--- config.mk ---
export PLATFORM = sky130hd
export DESIGN_NAME = mem_access_ctrl
export DESIGN_NICKNAME = d
export VERILOG_FILES = /design/src/rtl/mips_mem_pkg.sv /design/src/rtl/mem_access_ctrl_load_align_ext.sv /design/src/rtl/mem_access_ctrl.sv
export SDC_FILE = /design/constraint.sdc
export NUM_CORES = 1
export LEC_CHECK = 0
export CAP_MARGIN = 10
export CORE_ASPECT_RATIO = 1.75
export CORE_MARGIN = 2
export CORE_UTILIZATION = 39
export DETAILED_ROUTE_END_ITERATION = 6
export PLACE_DENSITY = 0.77
export SYNTH_ARGS = -nofsm -noshare
export SYNTH_HDL_FRONTEND = slang
export SYNTH_SLANG_ARGS = --single-unit
--- constraint.sdc ---
create_clock -name Clk -period 2 [get_ports Clk]
set_input_delay 0.5 -clock Clk [delete_from_list [all_inputs] [get_ports Clk]]
set_output_delay 0.5 -clock Clk [all_outputs]
set_load 0.01 [all_outputs]
--- src/rtl/mips_mem_pkg.sv ---
// Shared types and constants for the MEM-stage data-memory access path.
package mips_mem_pkg;

    typedef enum logic [1:0] {
        IDLE = 2'd0,
        ADDR = 2'd1,
        DATA = 2'd2,
        DONE = 2'd3
    } memState_t;

    typedef enum logic [1:0] {
        SZ_BYTE = 2'd0,
        SZ_HALF = 2'd1,
        SZ_WORD = 2'd2
    } accSize_t;

    localparam logic [3:0] BE_ALL = 4'b1111;

    // AND-mask applied to the byte-offset bits to form the word-aligned bus address
    localparam logic [1:0] BUS_ADDR_ALIGN_MASK = 2'b00;

    function automatic logic [31:0] storeLanes(input accSize_t size, input logic [31:0] rt);
        logic [31:0] lanes;
        case (size)
            SZ_BYTE: lanes = {4{rt[7:0]}};
            SZ_HALF: lanes = {2{rt[15:0]}};
            default: lanes = rt;
        endcase
        return lanes;
    endfunction

endpackage

--- src/rtl/mem_access_ctrl_load_align_ext.sv ---
// Combinational load-data lane select and sign/zero extension; shared with the
// uncached load path.
module load_align_ext
    import mips_mem_pkg::*;
(
    input  logic [31:0] rData,
    input  logic [1:0]  offset,
    input  accSize_t    size,
    input  logic        isUnsigned,
    output logic [31:0] result
);

    logic signed [7:0]  byteLane;
    logic signed [15:0] halfLane;

    always_comb begin
        byteLane = 8'sd0;
        case (offset)
            2'd0:    byteLane = rData[7:0];
            2'd1:    byteLane = rData[15:8];
            2'd2:    byteLane = rData[23:16];
            default: byteLane = rData[31:24];
        endcase
        halfLane = offset[1] ? rData[31:16] : rData[15:0];
    end

    always_comb begin
        result = rData;
        case (size)
            SZ_BYTE: result = isUnsigned ? {24'd0, byteLane} : {{24{byteLane[7]}}, byteLane};
            SZ_HALF: result = isUnsigned ? {16'd0, halfLane} : {{16{halfLane[15]}}, halfLane};
            default: result = rData;
        endcase
    end

endmodule

--- src/rtl/mem_access_ctrl.sv ---
// MEM-stage data-memory access controller: one request/grant/response bus
// transaction per load/store, stalling F..M while in flight. Optional ADDR_EXC_EN.
module mem_access_ctrl
    import mips_mem_pkg::*;
#(
    parameter int ADDR_W = 32,
    parameter int DATA_W = 32
) (
    input  logic              Clk,
    input  logic              Rst_n,
    input  logic              ReqM,
    input  logic              IsLoadM,
    input  logic              IsStoreM,
    input  logic              IsLhShM,
    input  logic              IsLbSbM,
    input  logic              LoadUnsignedM,
    input  logic              FlushM,
    input  logic [ADDR_W-1:0] AddrM,
    input  logic [DATA_W-1:0] WDataM,
    input  logic [3:0]        BEInM,
    output logic              BusReq,
    output logic              BusWe,
    output logic [ADDR_W-1:0] BusAddr,
    output logic [3:0]        BusBE,
    output logic [DATA_W-1:0] BusWData,
    input  logic              BusGnt,
    input  logic              BusRValid,
    input  logic [DATA_W-1:0] BusRData,
    output logic              StallM,
    output logic [DATA_W-1:0] LoadDataW,
    output logic              LoadValidW,
    output logic              AdExcM
);

    memState_t   state;
    memState_t   nextState;
    accSize_t    reqSize;
    accSize_t    sizeQ;
    logic [1:0]  offsetQ;
    logic        unsignedQ;
    logic        isLoadQ;
    logic        start;
    logic        misalign;
    logic        noAccess;
    logic [31:0] alignedData;

    always_comb begin
        if (IsLbSbM)
            reqSize = SZ_BYTE;
        else if (IsLhShM)
            reqSize = SZ_HALF;
        else
            reqSize = SZ_WORD;
    end

    assign start = ReqM && (IsLoadM || IsStoreM) && !FlushM;

`ifdef ADDR_EXC_EN
    assign misalign = ((reqSize == SZ_HALF) && AddrM[0]) ||
                      ((reqSize == SZ_WORD) && (AddrM[1:0] != 2'b00));
`else
    assign misalign = 1'b0;
`endif

    // A start that enables no byte lane never reaches the bus
    assign noAccess = misalign || ((BEInM & BE_ALL) == 4'b0000);

    always_ff @(posedge Clk or negedge Rst_n) begin
        if (!Rst_n)
            state <= IDLE;
        else
            state <= nextState;
    end

    always_comb begin
        nextState = state;
        StallM    = 1'b0;
        BusReq    = 1'b0;
        case (state)
            IDLE: begin
                if (start) begin
                    StallM    = 1'b1;
                    nextState = noAccess ? DONE : ADDR;
                end
            end
            ADDR: begin
                BusReq = 1'b1;
                StallM = 1'b1;
                if (BusGnt)
                    nextState = isLoadQ ? DATA : DONE;
            end
            DATA: begin
                StallM = 1'b1;
                if (BusRValid)
                    nextState = DONE;
            end
            DONE: begin
                nextState = IDLE;
            end
            default: begin
                nextState = IDLE;
            end
        endcase
    end

    load_align_ext uAlign (
        .rData      (BusRData),
        .offset     (offsetQ),
        .size       (sizeQ),
        .isUnsigned (unsignedQ),
        .result     (alignedData)
    );

    // Request attributes are captured once and held stable until the next start
    always_ff @(posedge Clk or negedge Rst_n) begin
        if (!Rst_n) begin
            BusAddr    <= '0;
            BusBE      <= 4'b0000;
            BusWData   <= '0;
            BusWe      <= 1'b0;
            offsetQ    <= 2'b00;
            sizeQ      <= SZ_WORD;
            unsignedQ  <= 1'b0;
            isLoadQ    <= 1'b0;
            LoadDataW  <= '0;
            LoadValidW <= 1'b0;
        end else begin
            LoadValidW <= 1'b0;
            if ((state == IDLE) && start) begin
                if (!noAccess) begin
                    BusAddr   <= {AddrM[ADDR_W-1:2], AddrM[1:0] & BUS_ADDR_ALIGN_MASK};
                    BusBE     <= BEInM;
                    BusWData  <= storeLanes(reqSize, WDataM);
                    BusWe     <= !IsLoadM;
                    offsetQ   <= AddrM[1:0];
                    sizeQ     <= reqSize;
                    unsignedQ <= LoadUnsignedM;
                    isLoadQ   <= IsLoadM;
                end else if (!misalign && IsLoadM) begin
                    LoadDataW  <= '0;
                    LoadValidW <= 1'b1;
                end
            end
            if ((state == DATA) && BusRValid) begin
                LoadDataW  <= alignedData;
                LoadValidW <= 1'b1;
            end
        end
    end

`ifdef ADDR_EXC_EN
    logic adExcQ;

    always_ff @(posedge Clk or negedge Rst_n) begin
        if (!Rst_n)
            adExcQ <= 1'b0;
        else
            adExcQ <= (state == IDLE) && start && misalign;
    end

    assign AdExcM = adExcQ;
`else
    assign AdExcM = 1'b0;
`endif

endmodule
Word-level counts from Yosys, hierarchy flattened. Index checks and enable logic that the tools add are counted.

Output and inout port bits: 105. Flip-flop bits (word level): 108.

Multiplexer cells: 25. Reductions and logical operators: 19. Equality and inequality tests: 10. Bitwise logic cells: 1.

Operators with widths (count): $mux 32 (6); $pmux 32 s2 (2); $pmux 8 s3 (1); $mux 16 (1); $mux 2 (6); $eq 2x1->1 const B (4); $logic_not 2->1 (4); $pmux 2 s4 (1); $mux 1 (7); $eq 2x2->1 const B (3); $ne 2x2->1 const B (3); $reduce_and 3->1 (2); $reduce_bool 2->1 (3); $logic_and 1x1->1 (4); $logic_not 4->1 (1); $logic_not 1->1 (2); $pmux 1 s2 (1); $reduce_and 2->1 (1); $reduce_or 2->1 (1); $logic_or 1x1->1 (1); $not 1->1 (1).

Logic depth before layout (Yosys ltp).
Depth in word-level cells: 6. Mapped depth: 9. Depth with buffers taken out: 6.

By module. A second synthesis with hierarchy kept.

Cells, all modules: 526. Area, all modules: 5580.4 um^2.

Modules (own cells, without submodules): mem_access_ctrl (sequential area each 2703.8 um^2, cells an instance 411, times used 1, area each 4734.5 um^2); load_align_ext (sequential area each 0.0 um^2, cells an instance 115, times used 1, area each 845.8 um^2).

Worst setup path before layout. No wires, ideal clock.

Path type: register to register. Start: reg state[0]. End: reg LoadDataW[19]. Slack: 118 ps. Data required time: 1873 ps. Arrival time: 1755 ps. Stages on the path, launching flop included: 8. Cell sequence: dfrtp_1 -> inv_1 -> ha_1 -> and2_1 -> clkbuf_1 -> a31oi_1 -> clkbuf_1 -> a221o_2.

Longest elaborated chain between the ends: 4.

Ends and longest elaborated chain: from (decl) (line mem_access_ctrl.sv:35) `memState_t state;`; from (signal assigned) (line mem_access_ctrl.sv:72) `state <= nextState;`; $eq 2x2->1 / $logic_not 2->1 (equally long branches) (line mem_access_ctrl.sv:144, mem_access_ctrl.sv:129); $logic_and 1x1->1, on equally long branches (line mem_access_ctrl.sv:144, mem_access_ctrl.sv:129); $reduce_bool 2->1 (no line); $reduce_and 3->1 (no line); to (signal assigned) (line mem_access_ctrl.sv:145) `LoadDataW <= alignedData;`; to (decl) (line mem_access_ctrl.sv:30) `output logic [DATA_W-1:0] LoadDataW,`.

Parallel ways exist; a longest one is shown, timed or not. A chain may end at the register's enable or synchronous reset.

Final worst setup path.
Start: reg state[1]. End: out StallM.

Longest elaborated chain between the ends: 3.

Ends and longest elaborated chain: $eq 2x2->1 / $eq 2x1->1 (equally long branches) (line mem_access_ctrl.sv:79) `case (state)`; $reduce_or 2->1 (no line); $pmux 1 s2 (*) (line mem_access_ctrl.sv:79); to (decl) (line mem_access_ctrl.sv:29) `output logic StallM,`.

Every way passes the cells marked *; elsewhere a longest branch is shown, timed or not.

==> metrics.cfg <==
[drt]
drc=0
postRouteAntennaNets=0
drtIter0Drc=273
first_pass_iters=4
num_vias=4920
routedWlPerCell_um=17.5
routed_via_density=5.25
drt_wl_total_um=16400

[layout]
area_growth_pct=58.3
drive_gt1_share_pct=12.1
final.fill_count=1083
utilization_pct=62.8
nets=878
n_antenna_cell=0

[floorplanning]
ios=216
start_util_pct=39.7
rows=55
die_x_um=90.2
core_area_sq_um=12800
fp.dieH_um=155
die-area_sq_um=14000

[place]
io_buffers=212
gp_congestion=0.951
dp_hpwl_um=12400

[setup_path]
worstPathCellList=inv_2, ha_4, nand3b_1, nor2_2, nor2_1, nor2_1, buf_2
arrival_ns=1.59
cp-start-kind=flop
cp_slowest_stage_delay_ns=0.40
cp_slowest_cell=dfrtp_1
crit_type=flop to output pin
crit_required_ns=1.50
worst_setup_path_end_kind=output pin
crit_fanout=2
cpMostUsedCell=nor2_1

[pwr]
ir_drop_v=0.000657
power.density_nw_per_um2=1390
p_leak_nw=3.73

[synthesis]
synthFlopType=dfrtp_1
synth_area_leaders=dfrtp_1 53%, nand2_1 13%, mux2i_1 4.9%
yosys-top-cells-count=176 x nand2_1, 107 x dfrtp_1, 33 x o21ai_0
synth_edf_count=0
synth.most_common_cell=nand2_1
synth_area_sq_um=5080
ys_warn_count=0
synth_cell_type_count=42
synth_top_area_cell=dfrtp_1
seq_area_frac_synth_pct=53.3
syn_area_per_cell_sq_um=9.60
syn_inst=529
ys_seq_elements=108
async_flop_share_pct=100
synth_top_area_share_pct=52.7

[outcome]
outcome=finished with violations
violations=negative setup slack

[sta]
timing.fmax_ghz=0.479
hold_viol_final=0
fin_tns_setup_ns=-0.0859
final_max_slew_viol_count=0
relSlewSlack_pct=58.4
skew_ns=0.00718
setup_viol=1
fin_crit_sh_pct=104
rsz0062_at_grt=yes
worst_slew_pin_slew_ns=0.625
hold_ws_ns=0.0289
post-route-worst-setup-slack_ns=-0.0859
period_needed_ns=2.09

[clocking]
holdBufCountCts=0
tritoncts=done
cts_max_level=3
cts_buffer_depth=2
insertion_delay_ns=0.34
cts_root_buffer=clkbuf_16
clock_sinks=108
cts_buffers=9
clk_pin_slew_ns=0.08

[run]
maxCapViolCount=0

[global_routing]
grt_max_degree=73
grt_pass1_vias=5196
overflow=0
antenna_found_initial=0
track_usage_pct=23.4
grt_first_pass_wirelength_um=26200

[min_path]
hold_path.class=input port to async pin

==> cell families after synthesis <==
| group | share of synthesized area, % |
|---|---|
| buffers and inverters | 4.22 |
| DFF | 53.3 |
| adders and majority gates | 1.23 |
| and+or+nand+nor | 19.4 |
| muxes | 5.82 |
| AOI/OAI and AO/OA | 16.0 |
| other | 0.0739 |
==> cell type report <==
class / count / area, sq um / area share [%]
Sequential cell: 108 / 2700 / 33.6
Clock buffer: 11 / 253 / 3.15
Timing Repair Buffer: 261 / 2590 / 32.2
Multi-Input combinational cell: 374 / 2210 / 27.5
Tap cell: 171 / 214 / 2.66
Inverter: 8 / 30.0 / 0.374
Clock inverter: 5 / 42.5 / 0.529
==> final timing paths <==
check                                        startpoint                   endpoint  slack, ns  depth (start not counted)
worst max-delay path               state[1]$_DFFE_PN0P_                     StallM      -0.09                          7
worst min-delay path                              Rst_n  LoadDataW[30]$_DFFE_PN0P_       0.03                          1
worst max register to register     state[1]$_DFFE_PN0P_   BusWData[21]$_DFFE_PN0P_       0.06                          8
worst min register to register  BusWData[6]$_DFFE_PN0P_    BusWData[6]$_DFFE_PN0P_       0.48                          2
max in group asynchronous                         Rst_n  LoadDataW[16]$_DFFE_PN0P_       1.28                          2
min in group Clk                BusWData[6]$_DFFE_PN0P_    BusWData[6]$_DFFE_PN0P_       0.48                          2
==> layer usage <==
layer | up-vias | track usage (%) | part of all wire, %
met5 | - | 0 | 0
met2 | 221 | 42.5 | 52
met4 | 0 | 10.6 | 3.9
met3 | 35 | 5.42 | 6.6
met1 | 2381 | 25.7 | 37
li1 | 2283 | - | -
==> power breakdown <==
part	switching [mW]	internal, mW
combinational	2.51	3.07
sequential	0.643	3.22
clock	0.825	0.930
total	3.98	7.21
==> cells in the final DEF (no fill, tap or decap), types with 3 or more instances in the layout <==
cell type        Yosys  layout
mux2i_1             25      25
nand3b_1             8       8
nand2_1            176     176
a21oi_1             16      16
buf_12               0       5
o22ai_1              3       3
a21o_1               6       6
nor2b_1              8       8
clkdlybuf4s50_1      0     207
nor3b_1              6       6
o21ai_0             33      32
conb_1               1       3
a211o_1              6       6
a221o_2             10      10
clkbuf_16            0      10
nor2_1              15      14
inv_1                8       6
ha_1                 5       4
a221o_1             13      13
o31ai_1              7       7
dfrtp_1            107     107
a22o_1               9       9
buf_4                4      43
==> through the flow <==
step	std cells	cell area [sq um]	power [mW]	worst slack, ns
after CTS	934	7960	11.2	-0.141
final	938	8040	11.2	-0.0859
after floorplan	531	5080	6.20	0.118
after global routing	938	8040	11.9	-0.204
after detailed placement	916	7630	9.39	-0.567
after global placement	916	7630	9.20	-0.517
==> what timing repair did <==
item,CTS,global route
hold endpoints to repair,0,0
setup endpoints to repair,27,4
pin swaps,2,6
buffers inserted,2,3
gates cloned,0,1
gates resized for setup,12,7
==> sequential cells by signal, summed over array words and instances (netlist names) <==
signal / count
isLoadQ: 1
BusBE: 4
BusWe: 1
offsetQ: 2
sizeQ: 2
state: 2
unsignedQ: 1
BusWData: 32
BusAddr: 30
LoadValidW: 1
LoadDataW: 32
==> worst max-delay path: cells and delay by family, from the launching register on <==
kind	cells	cell delay [ns]
adder cells (fa/ha/maj)	1	0.14
buffers and inverters	2	0.25
flip-flops	1	0.40
AND/OR/NAND/NOR	4	0.45
(Power assumes the default switching activity.)
